`src/rtl/syn_gpu_pkg.sv`:
```
// Shared types and widths for the multiply/divide bus responder.
package syn_gpu_pkg;

  localparam int P_16B_W            = 16;
  localparam int P_32B_W            = 32;
  localparam int P_MUL_BUS_DIV_ITER = 16;

  typedef enum logic [1:0] {
    SID_IDLE = 2'd0,
    SID_MUL  = 2'd1,
    SID_DIV  = 2'd2
  } sid_t;

endpackage

```
`src/rtl/syn_gpu_restoring_div16.sv`:
```
// 16-bit unsigned restoring divider, one quotient bit per cycle, MSB first.
// The first iteration runs on the start edge, so done pulses 16 cycles after start.
module syn_gpu_restoring_div16
  import syn_gpu_pkg::*;
(
  input  logic               clk_ir,
  input  logic               rst_sync_l,
  input  logic               start,
  input  logic [P_16B_W-1:0] dividend,
  input  logic [P_16B_W-1:0] divisor,
  output logic [P_16B_W-1:0] quotient,
  output logic [P_16B_W-1:0] remainder,
  output logic               done
);

  localparam int CNT_W = $clog2(P_MUL_BUS_DIV_ITER) + 1;

  logic [P_16B_W-1:0] rem_reg, quo_reg, dsr_reg;
  logic [CNT_W-1:0]   cnt_reg;
  logic               done_reg;

  logic [P_16B_W-1:0] step_rem, step_quo, step_dsr, rem_next, quo_next;
  logic [P_16B_W:0]   shifted, diff;

  // A zero divisor never restores, which yields quotient 16'hFFFF and remainder = dividend.
  always_comb begin
    step_rem = start ? '0 : rem_reg;
    step_quo = start ? dividend : quo_reg;
    step_dsr = start ? divisor : dsr_reg;
    shifted  = {step_rem, step_quo[P_16B_W-1]};
    diff     = shifted - {1'b0, step_dsr};
    if (diff[P_16B_W]) begin
      rem_next = shifted[P_16B_W-1:0];
      quo_next = {step_quo[P_16B_W-2:0], 1'b0};
    end else begin
      rem_next = diff[P_16B_W-1:0];
      quo_next = {step_quo[P_16B_W-2:0], 1'b1};
    end
  end

  always_ff @(posedge clk_ir or negedge rst_sync_l) begin
    if (!rst_sync_l) begin
      rem_reg  <= '0;
      quo_reg  <= '0;
      dsr_reg  <= '0;
      cnt_reg  <= '0;
      done_reg <= 1'b0;
    end else begin
      done_reg <= 1'b0;
      if (start) begin
        rem_reg <= rem_next;
        quo_reg <= quo_next;
        dsr_reg <= divisor;
        cnt_reg <= CNT_W'(P_MUL_BUS_DIV_ITER - 1);
      end else if (cnt_reg != '0) begin
        rem_reg <= rem_next;
        quo_reg <= quo_next;
        cnt_reg <= cnt_reg - 1'b1;
        if (cnt_reg == CNT_W'(1)) done_reg <= 1'b1;
      end
    end
  end

  assign quotient  = quo_reg;
  assign remainder = rem_reg;
  assign done      = done_reg;

endmodule

```
`src/rtl/syn_gpu_mul_bus_responder.sv`:
```
// Bus responder: accepts MUL/DIV requests, returns a 32-bit result with a valid pulse.
// Define SYN_GPU_MUL_BUS_DIV_EN to build in the restoring divider.
module syn_gpu_mul_bus_responder
  import syn_gpu_pkg::*;
(
  input  logic               clk_ir,
  input  logic               rst_sync_l,
  input  sid_t               anti_alias_sid,
  input  logic [P_32B_W-1:0] anti_alias_req_data,
  output logic               anti_alias_req_rdy,
  output logic               anti_alias_res_valid,
  output logic [P_32B_W-1:0] anti_alias_res
);

`ifdef SYN_GPU_MUL_BUS_DIV_EN
  typedef enum logic [1:0] {IDLE_S, MUL_S, DIV_S, RES_S} state_t;
`else
  typedef enum logic [1:0] {IDLE_S, MUL_S, RES_S} state_t;
`endif

  state_t             state_reg;
  sid_t               op_reg;
  logic [P_16B_W-1:0] a_reg, b_reg;
  logic               req_rdy_reg, res_valid_reg;
  logic [P_32B_W-1:0] res_reg;

`ifdef SYN_GPU_MUL_BUS_DIV_EN
  logic               div_start, div_done;
  logic [P_16B_W-1:0] div_quo, div_rem;

  // The divider captures operands on the acceptance edge itself to meet the N+17 latency.
  assign div_start = (state_reg == IDLE_S) && (anti_alias_sid == SID_DIV);

  syn_gpu_restoring_div16 u_div (
    .clk_ir     (clk_ir),
    .rst_sync_l (rst_sync_l),
    .start      (div_start),
    .dividend   (anti_alias_req_data[P_32B_W-1:P_16B_W]),
    .divisor    (anti_alias_req_data[P_16B_W-1:0]),
    .quotient   (div_quo),
    .remainder  (div_rem),
    .done       (div_done)
  );
`endif

  always_ff @(posedge clk_ir or negedge rst_sync_l) begin
    if (!rst_sync_l) begin
      state_reg     <= IDLE_S;
      op_reg        <= SID_IDLE;
      a_reg         <= '0;
      b_reg         <= '0;
      req_rdy_reg   <= 1'b0;
      res_valid_reg <= 1'b0;
      res_reg       <= '0;
    end else begin
      req_rdy_reg <= 1'b0;
      case (state_reg)
        IDLE_S: begin
          if (anti_alias_sid != SID_IDLE) begin
            a_reg       <= anti_alias_req_data[P_32B_W-1:P_16B_W];
            b_reg       <= anti_alias_req_data[P_16B_W-1:0];
            op_reg      <= anti_alias_sid;
            req_rdy_reg <= 1'b1;
            case (anti_alias_sid)
              SID_MUL: state_reg <= MUL_S;
`ifdef SYN_GPU_MUL_BUS_DIV_EN
              SID_DIV: state_reg <= DIV_S;
`endif
              default: state_reg <= RES_S;
            endcase
          end
        end
        MUL_S: begin
          res_reg       <= P_32B_W'(a_reg) * P_32B_W'(b_reg);
          res_valid_reg <= 1'b1;
          state_reg     <= RES_S;
        end
`ifdef SYN_GPU_MUL_BUS_DIV_EN
        DIV_S: begin
          if (div_done) begin
            res_reg       <= {div_rem, div_quo};
            res_valid_reg <= 1'b1;
            state_reg     <= RES_S;
          end
        end
`endif
        RES_S: begin
          // Entered directly from acceptance: spend one cycle to separate valid from rdy.
          if (res_valid_reg) begin
            res_valid_reg <= 1'b0;
            state_reg     <= IDLE_S;
          end else begin
            res_reg       <= (op_reg == SID_DIV) ? '1 : '0;
            res_valid_reg <= 1'b1;
          end
        end
        default: state_reg <= IDLE_S;
      endcase
    end
  end

  assign anti_alias_req_rdy   = req_rdy_reg;
  assign anti_alias_res_valid = res_valid_reg;
  assign anti_alias_res       = res_reg;

endmodule
```
`config.mk`:
```
export PLATFORM = sky130hd
export DESIGN_NAME = syn_gpu_mul_bus_responder
export DESIGN_NICKNAME = d
export VERILOG_FILES = /design/src/rtl/syn_gpu_pkg.sv /design/src/rtl/syn_gpu_restoring_div16.sv /design/src/rtl/syn_gpu_mul_bus_responder.sv
export SDC_FILE = /design/constraint.sdc
export NUM_CORES = 1
export LEC_CHECK = 0
export ABC_AREA = 0
export BUFFER_PORTS_ARGS = -buffer_cell sky130_fd_sc_hd__buf_2
export CAP_MARGIN = 0
export CORE_MARGIN = 5
export CORE_UTILIZATION = 61
export DETAILED_ROUTE_END_ITERATION = 10
export PLACE_DENSITY = 0.85
export SYNTH_ARGS = -nofsm -noshare
export SYNTH_HDL_FRONTEND = slang
export SYNTH_HIERARCHICAL = 1
export SYNTH_SLANG_ARGS = --single-unit
```
`constraint.sdc`:
```
create_clock -name clk_ir -period 7.9 [get_ports clk_ir]
set_input_delay 0.79 -clock clk_ir [delete_from_list [all_inputs] [get_ports clk_ir]]
set_output_delay 0.79 -clock clk_ir [all_outputs]
set_load 0.02 [all_outputs]
```
Word level (Yosys, flattened, before mapping)
Index checks and enable logic that the tools add are counted.

word-level totals
  flip-flop bits (word level) = 70
  input bits = 36
  logic and storage cells = 32

cells by class
  multiply operators = 1
  equality and inequality tests = 7
  multiplexer cells = 11
  reductions and logical operators = 6

operators by type and width
  kind                                           count
  two-way mux 32 bit                             2
  case mux 32 bit (2 select lines)               1
  multiplier 16 x 16 -> 32 bit                   1
  two-way mux 2 bit                              3
  != test 2 bit, second input constant           3
  case mux 2 bit (3 select lines)                1
  AND reduction 2 bit                            3
  == test 2 x 1 -> 1 bit, second input constant  2
  == test 2 bit, second input constant           2
  nonzero test 2 bit                             2
  two-way mux 1 bit                              3
  zero test 2 bit                                1
  case mux 1 bit (2 select lines)                1

Longest topological paths before layout
  depth in word-level cells = 4
  mapped depth = 24
  gate-level depth less buffers = 21

Worst setup path after synthesis
No wires, ideal clock.

  path kind = reg-to-reg
  from = register b_reg[9]
  to = register res_reg[25] (netlist: anti_alias_res[25])
  library setup time = 0.104 ns
  arrival time = 5.854 ns
  slack = 1.942 ns
  cell stages (with the launch flop) = 24
  buffers on the path = 2
  clock period less this slack = 5.958 ns
  cells stage by stage = dfrtp_1 > clkbuf_1 > clkbuf_1 > nand2_1 > fa_1 > inv_1 > fa_1 > inv_1 > fa_1 > inv_1 > fa_1 > fa_1 > inv_1 > fa_1 > inv_1 > ha_1 > a21o_1 > and3_1 > a211o_1 > a41o_1 > a21oi_2 > o21ai_1 > xnor2_1 > a221oi_1

on the way
  longest elaborated chain between the ends = 2

ends and longest elaborated chain
  item                              line                             source
  start: declaration                syn_gpu_mul_bus_responder.sv:23  logic [P_16B_W-1:0] a_reg, b_reg;
  start signal: assignment          syn_gpu_mul_bus_responder.sv:61  b_reg <= anti_alias_req_data[P_16B_W-1:0];
  multiplier 16 x 16 -> 32 bit      syn_gpu_mul_bus_responder.sv:74  res_reg <= P_32B_W'(a_reg) * P_32B_W'(b_reg);
  case mux 32 bit (2 select lines)  syn_gpu_mul_bus_responder.sv:57  case (state_reg)
  end signal: assignment            syn_gpu_mul_bus_responder.sv:74
  end signal: assignment            syn_gpu_mul_bus_responder.sv:93  res_reg <= (op_reg == SID_DIV) ? '1 : '0;
  end: declaration                  syn_gpu_mul_bus_responder.sv:25  logic [P_32B_W-1:0] res_reg;

Every way passes these cells.
A chain may end at the register's enable or synchronous reset.

Final worst setup path
  from = register a_reg[7]
  to = register res_reg[25] (netlist: anti_alias_res[25])

on the way
  longest elaborated chain between the ends = 2

ends and longest elaborated chain
  item                              line                             source
  start: declaration                syn_gpu_mul_bus_responder.sv:23
  start signal: assignment          syn_gpu_mul_bus_responder.sv:60  a_reg <= anti_alias_req_data[P_32B_W-1:P_16B_W];
  multiplier 16 x 16 -> 32 bit      syn_gpu_mul_bus_responder.sv:74
  case mux 32 bit (2 select lines)  syn_gpu_mul_bus_responder.sv:57

Every way passes these cells.

==> results.md <==
- Setup TNS: 0 ps
- Slew Viols, Final: 0
- Setup Viol. Count Final: 0
- DP Worst Slack: 1470 ps
- Worst EP arrival: 6810 ps
- Multi-input gate area: 8430 um^2
- Count of cell types in the netlist: 52
- CTS tree: built
- WL final: 27700 um
- Commonest non-fill, non-tap cells in the layout: inv_1, fa_1, nand2_1
- Relative slew slack: 27.1%
- Final clock skew: 12.5 ps
- Fin nets: 1569
- # diodes: 0
- WP data required: 8130 ps
- Core Area: 18000 um^2
- Final ANT Viol Nets: 0
- RSZ-0062 raised after global routing: false
- Via count: 8599
- CP Capture Type: flip-flop
- Die H: 146 um
- Reg area: 1750 um^2
- Crit Path Category: flip-flop to flip-flop
- Worst setup SP type: flip-flop
- Cell Rows: 49
- Dpl hpwl: 21000 um
- Fraction of layout cells with a size suffix above 1: 10.4%
- Mean Syn Cell Area: 9.38 um^2
- Async SR Flop Fraction: 100%
- CP bufs+invs: 5
- Mapped cell area: 11200 um^2
- Largest register FFs: 32
- Max-cap violations: 0
- Iter 0 DRT Violations: 531
- CTS root buf: clkbuf_16
- H-tree Lvls: 3
- Final hold vios: 0
- First-pass GRT wire length: 46300 um
- Total CTS buffers: 9
- Critical path's slowest cell: dfrtp_1
- CTS resizes: 0
- GRT overflow: 0
- Clock Latency Late Sink: 360 ps
- Drt pass-1 iters: 5
- Status: completed
- Min cycle time layout: 6580 ps
- Initial Util: 62.3%
- Area Overhead vs Synth: 7.01%
- Vias in the first global route: 9304
- Most common cell after layout, fill and taps aside: inv_1
- Crit path max fanout: 17
- Fillers: 1376
- Total number of yosys warnings: 6
- Cell chain of the critical path: nand2_1 -> fa_1 -> inv_1 -> fa_1 -> inv_1 -> fa_1 -> inv_1 -> fa_1 -> fa_1 -> inv_1 -> fa_1 -> inv_1 -> ha_1 -> and4_1 -> and3_1 -> a211o_1 -> a41o_1 -> a21oi_2 -> o21ai_1 -> xnor2_1 -> a221oi_1
- Hold-fix buffers, CTS: 0
- I/O pins: 70
- Die W: 146 um
- Sequential element share of the synthesized area: 15.6%
- Setup bufs post-CTS: 0
- Initial antenna violation count: 0
- Final cycle utilization of the critical path: 83.3%
- Total GRT Usage: 26.7%
- CTS max path bufs: 2
- Via/cell ratio: 5.87
- EDFF count, synth: 0
- Syn Nets: 1535
- F_max: 152 MHz
- WL/cell: 18.9 um
- Worst-margin pin slew: 1090 ps
- Worst hold path class: flip-flop to flip-flop
- CP most frequent cell: fa_1
- Mapped Cells: 1198
- Post-route setup slack: 1320 ps
- Port Buffer Count: 69
- Die ar.: 21200 um^2
- Clock sink count: 70
- Max stage delay on crit path: 880 ps
- Clock-pin slew on the worst setup and hold paths: 70 ps
- Reg2Reg Setup Slack: 1320 ps
- Routability Congestion: 0.912
- Synth Flop Type: dfrtp_1
- Pin count of the biggest net entering global routing: 71
- CP top delay family: adder cells
- Yosys reg bits: 70
- DRC viols: 0
-- cell type report --
cell class	instances	area share [%]
tap	229	2.38
sequential	70	14.6
clock buffer	9	1.87
inverter	232	7.24
timing repair buffer	72	3.08
multi-input combinational	847	70.1
clock inverter	7	0.718
-- cells by family after synthesis --
group           after synthesis  share of synthesized area, %
simple gates                344                          14.6
xor+xnor                     28                          2.18
flops                        70                          15.6
buf+inv                     281                          9.47
compound gates              141                          8.33
mux                          33                          3.30
fa+ha+maj                   301                          46.5
-- per-stage QoR --
stage / instances / instance area [um^2] / hold slack [ps] / util [%]
3_3_place_gp: 1450 / 11700 / 455 / 65.0
5_1_grt: 1466 / 12000 / 524 / 66.7
6_report: 1466 / 12000 / 508 / 66.7
3_5_place_dp: 1450 / 11700 / 487 / 65.0
2_1_floorplan: 1198 / 11200 / 440 / -
4_1_cts: 1466 / 12000 / 502 / 66.7
-- cells in the mapped netlist, types with 31 or more instances --
master | number | area, um^2
nand2_1 | 166 | 623
fa_1 | 194 | 3880
ha_1 | 107 | 1340
mux2_2 | 32 | 360
o21ai_0 | 34 | 170
nor2_1 | 31 | 116
dfrtp_1 | 70 | 1750
clkbuf_1 | 47 | 176
a21oi_1 | 34 | 170
inv_1 | 232 | 871
and2_1 | 119 | 744
-- per-layer routing --
| layer | up-vias | wire (um) | part of all wire [%] | global-route usage, % |
|---|---|---|---|---|
| met4 | 0 | 1070 | 3.9 | 10.1 |
| met1 | 4336 | 10700 | 39 | 33.9 |
| li1 | 3770 | - | - | - |
| met5 | - | 0 | 0 | 0 |
| met2 | 399 | 13900 | 50 | 45.6 |
| met3 | 94 | 2080 | 7.5 | 5.14 |
-- worst paths after layout --
check,from,endpoint,depth (start not counted)
max,a_reg[7],anti_alias_res[25],21
min,op_reg[0],op_reg[0],2
max reg2reg,a_reg[7],anti_alias_res[25],21
min reg2reg,op_reg[0],op_reg[0],2
max in group asynchronous,rst_sync_l,b_reg[11],1
min in group asynchronous,rst_sync_l,op_reg[0],1
-- worst min-delay path, delay by kind of cell (launching register included) --
kind | cells | cell delay (ps)
simple gates | 2 | 130
flops | 1 | 340
Power is not shown: default switching activity piles up to over one toggle a cycle in this logic, so the estimate is an artifact.
